File: config.mk
export PLATFORM = sky130hd
export DESIGN_NAME = conv_mdc_job_sched_flat
export DESIGN_NICKNAME = d
export VERILOG_FILES = /design/src/rtl/conv_mdc_job_sched_pkg.sv /design/src/rtl/conv_mdc_job_sched_if.sv /design/src/rtl/conv_mdc_job_fifo.sv /design/src/rtl/conv_mdc_job_sched.sv /design/src/flat_wrapper.sv
export SDC_FILE = /design/constraint.sdc
export NUM_CORES = 1
export LEC_CHECK = 0
export ABC_AREA = 1
export CORE_MARGIN = 5
export CORE_UTILIZATION = 37
export DETAILED_ROUTE_END_ITERATION = 8
export PLACE_DENSITY_LB_ADDON = 0.25
export SLEW_MARGIN = 25
export SYNTH_ARGS = -nofsm -noshare
export SYNTH_HDL_FRONTEND = slang
export SYNTH_SLANG_ARGS = --single-unit
File: constraint.sdc
create_clock -name clk_i -period 13.5 [get_ports clk_i]
set_input_delay 4.05 -clock clk_i [delete_from_list [all_inputs] [get_ports clk_i]]
set_output_delay 4.05 -clock clk_i [all_outputs]
set_load 0.005 [all_outputs]
File: src/rtl/conv_mdc_job_sched_pkg.sv
// Shared types for the conv_mdc job scheduler: descriptor layout, FSM states, queue depth.
// Descriptor field widths match the scheduler's default ADDR_W/CNT_W.
package conv_mdc_package;

    localparam int CONV_MDC_ADDR_W       = 32;
    localparam int CONV_MDC_CNT_W        = 16;
    localparam int CONV_MDC_SCHED_QDEPTH = 4;

    typedef struct packed {
        logic [CONV_MDC_ADDR_W-1:0] src_base;
        logic [CONV_MDC_ADDR_W-1:0] dst_base;
        logic [CONV_MDC_ADDR_W-1:0] src_stride;
        logic [CONV_MDC_ADDR_W-1:0] dst_stride;
        logic [CONV_MDC_CNT_W-1:0]  n_tiles;
    } job_desc_t;

    typedef enum logic [2:0] {
        SCHED_IDLE,
        SCHED_LOAD,
        SCHED_ISSUE,
        SCHED_RUN,
        SCHED_NEXT
    } state_sched_t;

endpackage

File: src/rtl/conv_mdc_job_sched_if.sv
// Job descriptor channel into the scheduler (valid/ready).
// Master drives the descriptor; the scheduler (slave) returns ready.
interface conv_mdc_job_sched_if #(
    parameter int ADDR_W = 32,
    parameter int CNT_W  = 16
);
    logic              job_valid_i;
    logic              job_ready_o;
    logic [ADDR_W-1:0] job_src_base_i;
    logic [ADDR_W-1:0] job_dst_base_i;
    logic [ADDR_W-1:0] job_src_stride_i;
    logic [ADDR_W-1:0] job_dst_stride_i;
    logic [CNT_W-1:0]  job_n_tiles_i;

    modport master (
        output job_valid_i, job_src_base_i, job_dst_base_i,
               job_src_stride_i, job_dst_stride_i, job_n_tiles_i,
        input  job_ready_o
    );

    modport slave (
        input  job_valid_i, job_src_base_i, job_dst_base_i,
               job_src_stride_i, job_dst_stride_i, job_n_tiles_i,
        output job_ready_o
    );
endinterface

File: src/rtl/conv_mdc_job_fifo.sv
// QDEPTH-entry descriptor queue; head visible combinationally, count updates one cycle after push/pop.
// Push while full and pop while empty are dropped; clear empties the queue like reset.
module conv_mdc_job_fifo
    import conv_mdc_package::*;
#(
    parameter  int QDEPTH = CONV_MDC_SCHED_QDEPTH,
    localparam int PW     = $clog2(QDEPTH),
    localparam int CW     = PW + 1
) (
    input  logic          clk_i,
    input  logic          rst_ni,
    input  logic          clear_i,
    input  logic          push_i,
    input  job_desc_t     desc_i,
    input  logic          pop_i,
    output job_desc_t     desc_o,
    output logic [CW-1:0] count_o
);

    job_desc_t     mem_q [QDEPTH];
    logic [PW-1:0] wr_ptr_q, wr_ptr_d;
    logic [PW-1:0] rd_ptr_q, rd_ptr_d;
    logic [CW-1:0] count_q, count_d;
    logic          do_push, do_pop;

    assign do_push = push_i && (count_q < CW'(QDEPTH));
    assign do_pop  = pop_i && (count_q != '0);

    always_comb begin
        wr_ptr_d = do_push ? wr_ptr_q + PW'(1) : wr_ptr_q;
        rd_ptr_d = do_pop  ? rd_ptr_q + PW'(1) : rd_ptr_q;
        count_d  = count_q;
        case ({do_push, do_pop})
            2'b10:   count_d = count_q + CW'(1);
            2'b01:   count_d = count_q - CW'(1);
            default: count_d = count_q;
        endcase
    end

    // Storage carries no reset; only the pointers and count define validity.
    always_ff @(posedge clk_i) begin
        if (do_push) begin
            mem_q[wr_ptr_q] <= desc_i;
        end
    end

    always_ff @(posedge clk_i) begin
        if (!rst_ni || clear_i) begin
            wr_ptr_q <= '0;
            rd_ptr_q <= '0;
            count_q  <= '0;
        end else begin
            wr_ptr_q <= wr_ptr_d;
            rd_ptr_q <= rd_ptr_d;
            count_q  <= count_d;
        end
    end

    assign desc_o  = mem_q[rd_ptr_q];
    assign count_o = count_q;

endmodule

File: src/rtl/conv_mdc_job_sched.sv
// Queued job scheduler: walks each descriptor tile by tile, pulsing start and waiting done per tile.
// Start 3 cycles after accept into an empty idle queue, 2 cycles done->start; ready drops when queue full.
module conv_mdc_job_sched
    import conv_mdc_package::*;
#(
    parameter  int ADDR_W = CONV_MDC_ADDR_W,
    parameter  int CNT_W  = CONV_MDC_CNT_W,
    parameter  int QDEPTH = CONV_MDC_SCHED_QDEPTH,
    localparam int CW     = $clog2(QDEPTH) + 1
) (
    input  logic                  clk_i,
    input  logic                  rst_ni,
    input  logic                  clear_i,
    conv_mdc_job_sched_if.slave   job,
    output logic                  fsm_start_o,
    input  logic                  fsm_done_i,
    output logic [ADDR_W-1:0]     src_addr_o,
    output logic [ADDR_W-1:0]     dst_addr_o,
    output logic [CNT_W-1:0]      tile_idx_o,
    output logic                  busy_o,
    output logic                  job_done_evt_o,
    output logic [CW-1:0]         q_count_o
);

    state_sched_t      state_q, state_d;
    logic [ADDR_W-1:0] src_q, src_d, dst_q, dst_d;
    logic [ADDR_W-1:0] src_stride_q, src_stride_d, dst_stride_q, dst_stride_d;
    logic [CNT_W-1:0]  idx_q, idx_d, n_tiles_q, n_tiles_d;
    logic              evt_q, evt_d;
    logic              ready_en_q;
    logic              push, pop;
    logic [CW-1:0]     q_count;
    job_desc_t         desc_in, head;

    assign desc_in = '{src_base:   job.job_src_base_i,
                       dst_base:   job.job_dst_base_i,
                       src_stride: job.job_src_stride_i,
                       dst_stride: job.job_dst_stride_i,
                       n_tiles:    job.job_n_tiles_i};

    // Ready is held low for the first cycle out of reset/clear.
    assign job.job_ready_o = ready_en_q && (q_count < CW'(QDEPTH));
    assign push            = job.job_valid_i && job.job_ready_o;

    conv_mdc_job_fifo #(.QDEPTH(QDEPTH)) u_fifo (
        .clk_i   (clk_i),
        .rst_ni  (rst_ni),
        .clear_i (clear_i),
        .push_i  (push),
        .desc_i  (desc_in),
        .pop_i   (pop),
        .desc_o  (head),
        .count_o (q_count)
    );

    always_comb begin
        state_d      = state_q;
        src_d        = src_q;
        dst_d        = dst_q;
        idx_d        = idx_q;
        src_stride_d = src_stride_q;
        dst_stride_d = dst_stride_q;
        n_tiles_d    = n_tiles_q;
        evt_d        = 1'b0;
        pop          = 1'b0;
        case (state_q)
            SCHED_IDLE: begin
                if (q_count != '0) begin
                    pop          = 1'b1;
                    src_d        = head.src_base;
                    dst_d        = head.dst_base;
                    src_stride_d = head.src_stride;
                    dst_stride_d = head.dst_stride;
                    n_tiles_d    = head.n_tiles;
                    idx_d        = '0;
                    state_d      = SCHED_LOAD;
                end
            end
            SCHED_LOAD: begin
                if (n_tiles_q == '0) begin
                    evt_d   = 1'b1;
                    state_d = SCHED_IDLE;
                end else begin
                    state_d = SCHED_ISSUE;
                end
            end
            SCHED_ISSUE: state_d = SCHED_RUN;
            SCHED_RUN: begin
                if (fsm_done_i) begin
                    if (idx_q == n_tiles_q - CNT_W'(1)) begin
                        evt_d   = 1'b1;
                        state_d = SCHED_IDLE;
                    end else begin
                        state_d = SCHED_NEXT;
                    end
                end
            end
            SCHED_NEXT: begin
                idx_d   = idx_q + CNT_W'(1);
                src_d   = src_q + src_stride_q;
                dst_d   = dst_q + dst_stride_q;
                state_d = SCHED_ISSUE;
            end
            default: state_d = SCHED_IDLE;
        endcase
    end

    always_ff @(posedge clk_i) begin
        if (!rst_ni || clear_i) begin
            state_q      <= SCHED_IDLE;
            src_q        <= '0;
            dst_q        <= '0;
            idx_q        <= '0;
            src_stride_q <= '0;
            dst_stride_q <= '0;
            n_tiles_q    <= '0;
            evt_q        <= 1'b0;
            ready_en_q   <= 1'b0;
        end else begin
            state_q      <= state_d;
            src_q        <= src_d;
            dst_q        <= dst_d;
            idx_q        <= idx_d;
            src_stride_q <= src_stride_d;
            dst_stride_q <= dst_stride_d;
            n_tiles_q    <= n_tiles_d;
            evt_q        <= evt_d;
            ready_en_q   <= 1'b1;
        end
    end

    assign fsm_start_o    = (state_q == SCHED_ISSUE);
    assign busy_o         = (state_q != SCHED_IDLE);
    assign job_done_evt_o = evt_q;
    assign src_addr_o     = src_q;
    assign dst_addr_o     = dst_q;
    assign tile_idx_o     = idx_q;
    assign q_count_o      = q_count;

endmodule

File: src/flat_wrapper.sv
// flat-port wrapper written by rule: the top's interface ports become plain ports
module conv_mdc_job_sched_flat import conv_mdc_package::*;
#(
    parameter  int ADDR_W = CONV_MDC_ADDR_W,
    parameter  int CNT_W  = CONV_MDC_CNT_W,
    parameter  int QDEPTH = CONV_MDC_SCHED_QDEPTH,
    localparam int CW     = $clog2(QDEPTH) + 1
)
  (clk_i, rst_ni, clear_i, fsm_start_o, fsm_done_i, src_addr_o, dst_addr_o, tile_idx_o, busy_o, job_done_evt_o, q_count_o, job_job_valid_i, job_job_src_base_i, job_job_dst_base_i, job_job_src_stride_i, job_job_dst_stride_i, job_job_n_tiles_i, job_job_ready_o);
  conv_mdc_job_sched_if #(.ADDR_W(ADDR_W), .CNT_W(CNT_W)) job_i ();
  input  logic clk_i;
  input  logic rst_ni;
  input  logic clear_i;
  output logic fsm_start_o;
  input  logic fsm_done_i;
  output logic [ADDR_W-1:0] src_addr_o;
  output logic [ADDR_W-1:0] dst_addr_o;
  output logic [CNT_W-1:0] tile_idx_o;
  output logic busy_o;
  output logic job_done_evt_o;
  output logic [CW-1:0] q_count_o;
  input wire logic [$bits(job_i.job_valid_i)-1:0] job_job_valid_i;
  input wire logic [$bits(job_i.job_src_base_i)-1:0] job_job_src_base_i;
  input wire logic [$bits(job_i.job_dst_base_i)-1:0] job_job_dst_base_i;
  input wire logic [$bits(job_i.job_src_stride_i)-1:0] job_job_src_stride_i;
  input wire logic [$bits(job_i.job_dst_stride_i)-1:0] job_job_dst_stride_i;
  input wire logic [$bits(job_i.job_n_tiles_i)-1:0] job_job_n_tiles_i;
  output wire logic [$bits(job_i.job_ready_o)-1:0] job_job_ready_o;
  assign job_i.job_valid_i = job_job_valid_i;
  assign job_i.job_src_base_i = job_job_src_base_i;
  assign job_i.job_dst_base_i = job_job_dst_base_i;
  assign job_i.job_src_stride_i = job_job_src_stride_i;
  assign job_i.job_dst_stride_i = job_job_dst_stride_i;
  assign job_i.job_n_tiles_i = job_job_n_tiles_i;
  assign job_job_ready_o = job_i.job_ready_o;
  conv_mdc_job_sched #(.ADDR_W(ADDR_W), .CNT_W(CNT_W), .QDEPTH(QDEPTH)) u_core (.clk_i(clk_i), .rst_ni(rst_ni), .clear_i(clear_i), .job(job_i), .fsm_start_o(fsm_start_o), .fsm_done_i(fsm_done_i), .src_addr_o(src_addr_o), .dst_addr_o(dst_addr_o), .tile_idx_o(tile_idx_o), .busy_o(busy_o), .job_done_evt_o(job_done_evt_o), .q_count_o(q_count_o));
endmodule
# Yosys cells after proc, flatten, opt, wreduce, memory -nomap -nowiden
# Memory sizes are Yosys's and may differ from the RTL's. A register that Yosys moved wholly into a read port is not among the register bits.
# Cells that the tools add are included.
# word_totals
reg_bits	172
mem_bits_rw	576
inputBits	149
output_inout_bits	87
word_cells	69
mem_count	1
# op_classes
n_addsub	8
order_cmp	1
eq_ne	9
n_mux	23
n_reduce_logical	15
# mem_list
memory	words	width	rd	rd_ports_with_merged_regs	write_ports	line	text
u_core.u_fifo.mem_q	4	144	1	1	1	conv_mdc_job_fifo.sv:20	job_desc_t mem_q [QDEPTH];
# op_table
operator	count
$pmux 32 s2	2
$add 32x32->32	2
$mux 32	2
$pmux 16 s2	1
$add 16x1->16 const B	1
$eq 16x16->1	1
$logic_not 16->1	1
$mux 16	1
$sub 16x1->16 const B	1
$pmux 3 s5	1
$mux 3	3
$mux 1	8
$eq 3x2->1 const B	2
$mux 2	3
$pmux 3 s2	1
$reduce_and 2->1	3
$reduce_bool 3->1	2
$add 2x1->2 const B	2
$logic_and 1x1->1	4
$reduce_bool 2->1	2
$add 3x1->3 const B	1
$eq 3x1->1 const B	1
$eq 3x3->1 const B	1
$logic_not 3->1	1
9 further kinds	9

# Depth between registers and ports, before layout
# Gate-level depths: netlist (run 1).
# depth
depth_word	6
mapped_depth	16
depth_no_buf	16

# Cells and area by module
# A second synthesis (run 1) with hierarchy kept.
# hier_totals
hier_cells	3332
hier_area_um2	33355.7
# by_module_without_submodules
module	n_inst	cells_per_inst	area_per_inst_um2	seq_area_each_um2
conv_mdc_job_fifo	1	1459	21815.9	17476.8
conv_mdc_job_sched	1	1873	11539.8	3303.2

# Worst setup path after synthesis (run 1)
# Ideal clock, no wire load.
# synth_timing
path_type	input port to flip-flop
from	in job_job_valid_i
to	mem u_core.u_fifo.mem_q[0][0] (netlist bit) (enable)
setup_time_ps	650
arrival_time_ps	10207
required_time_ps	12850
setup_slack_ps	2643
cell_stages	2
n_path_buf	0
cell_sequence	nand2_1 nor2_1
# synth_via
elab_chain_len	4
# synth_rtl
element	line	text
start, declared	flat_wrapper.sv:22	input wire logic [$bits(job_i.job_valid_i)-1:0] job_job_valid_i;
$logic_and 1x1->1	conv_mdc_job_sched.sv:43	assign push = job.job_valid_i && job.job_ready_o;
$logic_and 1x1->1	conv_mdc_job_fifo.sv:26	assign do_push = push_i && (count_q < CW'(QDEPTH));
$mux 1	conv_mdc_job_fifo.sv:42	if (do_push) begin
$mux 1 (implied by the code)	conv_mdc_job_fifo.sv:43	mem_q[wr_ptr_q] <= desc_i;
end, declared	conv_mdc_job_fifo.sv:20	
# No other way between the ends.

# Worst setup path in the final report (run 1)
# layout_timing
from	in job_job_valid_i
to	mem u_core.u_fifo.mem_q[2][84] (netlist bit) (enable)
# Same word-level chain as after synthesis.

==> reports/results.txt, run 1 <==
Status: complete, no violations
Register area share after synthesis: 63.8%
Final wirelength: 94000 um
All-Layer GR Usage: 19.3%
Post-CTS resize count: 0
Max-Cap Viols: 0
CTS clk-pin slew, worst paths: 0.06 ns
Nets: 3602
Post-Syn Area: 0.0325 mm2
Setup Buffers After CTS: 0
Global-route wire length before repair: 140000 um
Worst r2r path cells: 11
Power per cell area: 125 mW/mm2
I/O pin cnt: 236
Worst setup SP type: primary input
Most frequent cell after synthesis: nor2_1
Largest net degree at the start of global routing: 217
Asr flop ratio synth: 0%
F_max: 148 MHz
Yosys cell types: 50
Hold Path Cell Cnt: 2
Final setup viols: 0
GP Congestion: 0.924
Final Max Tran Viols: 0
Die area: 0.0940 mm2
Slew @ Worst Pin: 1.07 ns
Post-synth EDFFs: 576
Drt drc: 0
Cell count after synthesis: 3193
Layout cell share with drive strength beyond 1: 4.93%
Critical path peak fanout: 52
Area grow syn2layout: 18.0%
Row Count: 108
Vias: 23.8k
Initial antenna violation count: 30
Warnings from Yosys: 0
Starting Density: 37.4%
CP Class: in2reg
Worst slew margin: 28.8%
Synth top area cells: edfxtp_1, dfxtp_1, nor2_1, o21ai_0, nand2_1
I/O Buffers: 235
Hold Fails Final Rpt: 0
RR Endpoint: u_core.dst_addr_o[12]$_SDFFE_PN0P_
Finished Layout Cells: 4614
Minimum clock period: 6.76 ns
Vias in the first global route: 22.7k
Seq cells post-synth: 750
Reg2reg setup slack: 9.75 ns
Util after Layout: 44.1%
Total CTS buffers: 78
Root Buffer: clkbuf_16
Worst vdd ir: 0.0706 mV
Iter 0 DRT Violations: 1883
DR vias/cell: 5.16
Core area: 0.0870 mm2
Die Height: 307 um
Hold Startpoint: u_core.u_fifo.rd_ptr_q[1]$_SDFFE_PN0P_
CTS H-tree lvls: 3
Critical path arrival: 6.99 ns
Die width: 307 um
Placed insts: 4455
Main synth FF type: edfxtp_1
Synth cell count leaders: nor2_1, edfxtp_1, o21ai_0, nand2_1, inv_1
Clk Latency, worst-skew pair: 0.63 ns
Fin crit share: 50.0%
Worst Path Required: 13.73 ns
RSZ-0062 raised after global routing: no
Synth area leader: edfxtp_1
Final ANT Viol Nets: 0
Routed WL per cell: 20.4 um
Half-perimeter wire length after placement: 59600 um
Syn nets: 3415
Grt total ovfl: 0
Clock skew after layout: 0.0206 ns
Fill count: 8264
Yosys top cell area share: 53.1%
Max clock buf depth: 3
Hold_buf cts: 0
Synthesized area per cell: 10.2 um2
CP Capture Type: flop
LEAKAGE: 0.0136 uW
CTS tree: yes
Drt first pass iters: 5
Reg2reg start: u_core.state_q[2]$_SDFFE_PN0P_
HP Class: reg2reg
Final TNS setup: 0 ns
Clock Sinks: 750
==> layer usage <==
metal / vias up / part of all wire, % / GRT usage [%]
met3: 141 / 7.8 / 5.35
met4: 24 / 2.2 / 5.53
met1: 11432 / 44 / 26.2
met5: - / 0.17 / 0
met2: 624 / 45 / 30.8
li1: 11609 / - / -
==> logic make-up (layout without fill, tap and decap cells) <==
kind of cell               after synthesis  after routing  synth area share, %
and+or+nand+nor                       1172           1172                 14.4
xor gates and xnor gates                29             29                0.780
AOI/OAI and AO/OA                      816            816                 13.7
other                                    0             13                    0
buffers and inverters                  351            604                 4.34
muxes                                    2              2               0.0615
DFF                                    750            750                 63.8
adders and majority gates               73             73                 2.88
==> power by group <==
group / switching, uW / internal, uW
clock network: 890 / 1150
registers: 19.4 / 2510
logic: 145 / 91.0
total: 1050 / 3760
==> sequential cells by signal (all words and copies together), names as in the netlist, named ones only <==
signal and cells:
u_core.u_fifo.count_o 3, u_core.ready_en_q 1, u_core.src_addr_o 32, u_core.dst_stride_q 32, u_core.src_stride_q 32, u_core.job_done_evt_o 1, u_core.u_fifo.mem_q 576, u_core.state_q 3
u_core.dst_addr_o 32, u_core.u_fifo.wr_ptr_q 2, u_core.n_tiles_q 16, u_core.tile_idx_o 16, u_core.u_fifo.rd_ptr_q 2
==> area by class of cell <==
class | count | area [um2] | area share (%)
diodes | 13 | 32.5 | 0.0847
multi-input cells | 2092 | 10400 | 27.1
inverters | 196 | 758 | 1.97
flip-flops and latches | 750 | 20800 | 54.1
repair buffers | 262 | 2550 | 6.65
well taps | 1155 | 1450 | 3.76
clock inverters | 31 | 275 | 0.717
clock buffers | 115 | 2150 | 5.60
==> critical path, stage by stage <==
cell	delay, ns
clkdlybuf4s50_1	0.46
nand2_1	0.31
nor2_4	0.75
buf_4	0.58
buf_4	0.79
==> through the flow <==
step / worst slack [ns] / total power (uW) / instance area [um2] / hold WS, ns
3_3_place_gp: 6.06 / 2810 / 35900 / 0.441
5_1_grt: 6.54 / 4980 / 38400 / 0.497
6_report: 6.74 / 4810 / 38400 / 0.458
3_5_place_dp: 6.03 / 2820 / 35900 / 0.447
2_1_floorplan: 2.64 / 2690 / 32500 / 0.436
4_1_cts: 6.69 / 4850 / 38400 / 0.459
==> placed cells by master (no fill, tap or decap), drive strengths merged, types with 22 or more instances in the layout <==
| cell type | n |
|---|---|
| a21oi | 126 |
| a31oi | 116 |
| buf | 27 |
| clkbuf | 115 |
| clkdlybuf4s50 | 235 |
| clkinv | 22 |
| dfxtp | 174 |
| edfxtp | 576 |
| ha | 70 |
| inv | 198 |
| nand2 | 338 |
| nand3 | 95 |
| nor2 | 674 |
| nor3 | 25 |
| o21ai | 492 |
| o22ai | 24 |
==> worst max path at each step <==
stage / startpoint / end / slack (ns) / cells past startpoint
2_1_floorplan: job_job_valid_i / u_core.u_fifo.mem_q[0][0]$_DFFE_PP_ / 2.64 / 2
3_3_place_gp: job_job_valid_i / u_core.u_fifo.mem_q[2][23]$_DFFE_PP_ / 6.06 / 5
3_5_place_dp: job_job_valid_i / u_core.u_fifo.mem_q[2][125]$_DFFE_PP_ / 6.03 / 5
4_1_cts: job_job_valid_i / u_core.u_fifo.mem_q[2][116]$_DFFE_PP_ / 6.69 / 5
5_1_grt: job_job_valid_i / u_core.u_fifo.mem_q[2][84]$_DFFE_PP_ / 6.54 / 5
6_report: job_job_valid_i / u_core.u_fifo.mem_q[2][84]$_DFFE_PP_ / 6.74 / 5
No activity file was read; power rests on OpenSTA's default activity.
==> run 2, diff against run 1 <==
==> constraint.sdc (replaced) <==
create_clock -name clk_i -period 6.8 [get_ports clk_i]
set_input_delay 2.04 -clock clk_i [delete_from_list [all_inputs] [get_ports clk_i]]
set_output_delay 2.04 -clock clk_i [all_outputs]
set_load 0.005 [all_outputs]
==> run 2 against run 1 <==
Against the previous run: sequential share of layout area decreased by 0.28 points; final cell count decreased by 0.37%; combinational power increased by 100%; clock skew increased by 0.0054 ns; worst setup slack got worse by 3.9 ns; final area increased by 0.51%; clock power increased by 110%; power increased by 100%; critical path type is now reg2out; highest routed layer unchanged.
==> reports/results.txt, run 2 (same netlist as run 1, synthesis figures left out) <==
Wire length on met1: 42800 um (+2.4%)
Final ANT Viol Nets: 0 (unchanged)
CTS clk-pin slew, worst paths: 0.06 ns (about the same)
Root Buffer: clkbuf_16
CP max stage cell: clkdlybuf4s50_1
Setup Buffers After CTS: 0 (unchanged)
Smallest hold slack: 0.464 ns (+0.00603 ns)
Starting Density: 37.4% (unchanged)
Die area: 0.0940 mm2 (unchanged)
Clk Latency, worst-skew pair: 0.61 ns (-0.02 ns)
Critical path peak fanout: 5 (-90%)
Multi-input logic area: 0.0104 mm2 (unchanged)
Max clock buf depth: 3 (unchanged)
Metal3 WL: 6550 um (-11%)
Fill count: 8289 (+0.30%)
Power per cell area: 253 mW/mm2 (+100%)
CP Capture Type: primary output
Worst vdd ir: 0.167 mV (+140%)
Critical path arrival: 1.93 ns (-5.06 ns)
Final wirelength: 94300 um (+0.34%)
Core area: 0.0870 mm2 (unchanged)
Met2 wire length: 42500 um (-0.29%)
F_max: 252 MHz
Top reg by flops: u_core.u_fifo.mem_q
Top routing layer in use: met5
Minimum clock period: 3.97 ns
Finished Layout Cells: 4597 (-0.37%)
Final Max Tran Viols: 0 (unchanged)
Max-Cap Viols: 0 (unchanged)
Commonest non-fill, non-tap cell in the layout: nor2_1
Slew @ Worst Pin: 1.04 ns (-0.0308 ns)
Worst Path Required: 4.76 ns (-8.97 ns)
Fin crit share: 58.5%
Post-CTS resize count: 0 (unchanged)
Most frequent cells in the layout: nor2_1, edfxtp_1, o21ai_0
LEAKAGE: 0.0137 uW (+0.64%)
CTS H-tree lvls: 3 (unchanged)
Initial antenna violation count: 26 (-13%)
Max FFs per register: 576 (unchanged)
All-Layer GR Usage: 19.3% (-0.028 points)
Layout cell share with drive strength beyond 1: 4.92% (-0.015 points)
I/O pin cnt: 236 (unchanged)
Post-route cell area: 0.0386 mm2 (+0.51%)
I/O Buffers: 235 (unchanged)
Nets: 3597 (-0.14%)
Hold Fails Final Rpt: 0 (unchanged)
Drt drc: 0 (unchanged)
RSZ-0062 raised after global routing: no
Row Count: 108 (unchanged)
Area grow syn2layout: 18.6%
HP Class: reg2reg
Bufs and invs on worst path: 2 (-1)
CP Class: reg2out
Final setup viols: 0 (unchanged)
Clock skew after layout: 0.0260 ns (+0.00539 ns)
Total CTS buffers: 79 (+1.3%)
Reg2reg setup slack: 3.54 ns (-6.21 ns)
GP Congestion: 0.919 (-0.47%)
FF+latch area: 0.0208 mm2 (unchanged)
Clock Sinks: 750 (unchanged)
Iter 0 DRT Violations: 2058 (+9.3%)
Largest net degree at the start of global routing: 148 (-32%)
Global-route wire length before repair: 140000 um (-0.44%)
Top Family by Delay on Critical Path: buffers and inverters
Vias in the first global route: 22.1k (-2.6%)
Worst path max stage delay: 0.55 ns (-0.24 ns)
Half-perimeter wire length after placement: 58000 um (-2.6%)
DR vias/cell: 5.20 (+0.65%)
Grt total ovfl: 0 (unchanged)
Drt first pass iters: 5 (unchanged)
Status: complete, no violations
Placed insts: 4448 (-0.16%)
Post-DP Area: 0.0360 mm2 (+0.19%)
Worst setup SP type: flop
Worst slew margin: 30.8% (+2.1 points)
Die Height: 307 um (unchanged)
CTS tree: yes
Die width: 307 um (unchanged)
Vias: 23.9k (+0.28%)
Cell Chain, Critical Path: inv_1, nor2_1, clkdlybuf4s50_1
Hold_buf cts: 0 (unchanged)
Routed WL per cell: 20.5 um (+0.71%)
[run 2: per-stage QoR]
stage	util [%]	worst slack (ns)	power, uW	TNS (ns)
floorplan	-	-2.05	5350	-1179.34
global placement	41.4	2.48	5590	0
detailed placement	41.4	2.46	5600	0
CTS	44.3	2.78	9850	0
global route	44.3	2.74	10100	0
finish	44.4	2.83	9770	0
[run 2: final cells by class]
type	instances	area share (%)
diodes	6	0.0389
multi-input cells	2092	26.9
clock inverters	28	0.817
inverters	196	1.95
clock buffers	114	5.78
repair buffers	256	6.88
well taps	1155	3.74
flip-flops and latches	750	53.8
[run 2: worst reg2reg max path, stage by stage (launching register included)]
cell      delay [ns]
dfxtp_1         0.35
nor2_1          0.14
inv_2           0.06
nor2_2          0.15
nand2_1         0.44
inv_6           0.61
buf_12          0.41
o21ai_0         0.68
o211ai_1        0.23
inv_1           0.06
[run 2: final timing paths]
| kind | startpoint | end | cells past startpoint |
|---|---|---|---|
| min | u_core.u_fifo.rd_ptr_q[1]$_SDFFE_PN0P_ | flop | 2 |
| min reg2reg | u_core.u_fifo.rd_ptr_q[1]$_SDFFE_PN0P_ | flop | 2 |
| max | u_core.state_q[1]$_SDFFE_PN0P_ | fsm_start_o | 3 |
| max reg2reg | u_core.state_q[2]$_SDFFE_PN0P_ | u_core.dst_addr_o[18]$_SDFFE_PN0P_ | 9 |
[run 2: metal layers]
layer  GRT usage (%)  up-vias
met5               0        -
met4            5.57       28
met3            4.74      151
met2            30.1      614
met1            27.1    11505
li1                -    11598
[run 2: power by group]
| part | internal (uW) | leakage [uW] | switching, uW |
|---|---|---|---|
| clock network | 2540 | 0.00125 | 1730 |
| registers | 4990 | 0.00661 | 38.6 |
| logic | 183 | 0.00583 | 289 |
| total | 7710 | 0.0137 | 2060 |
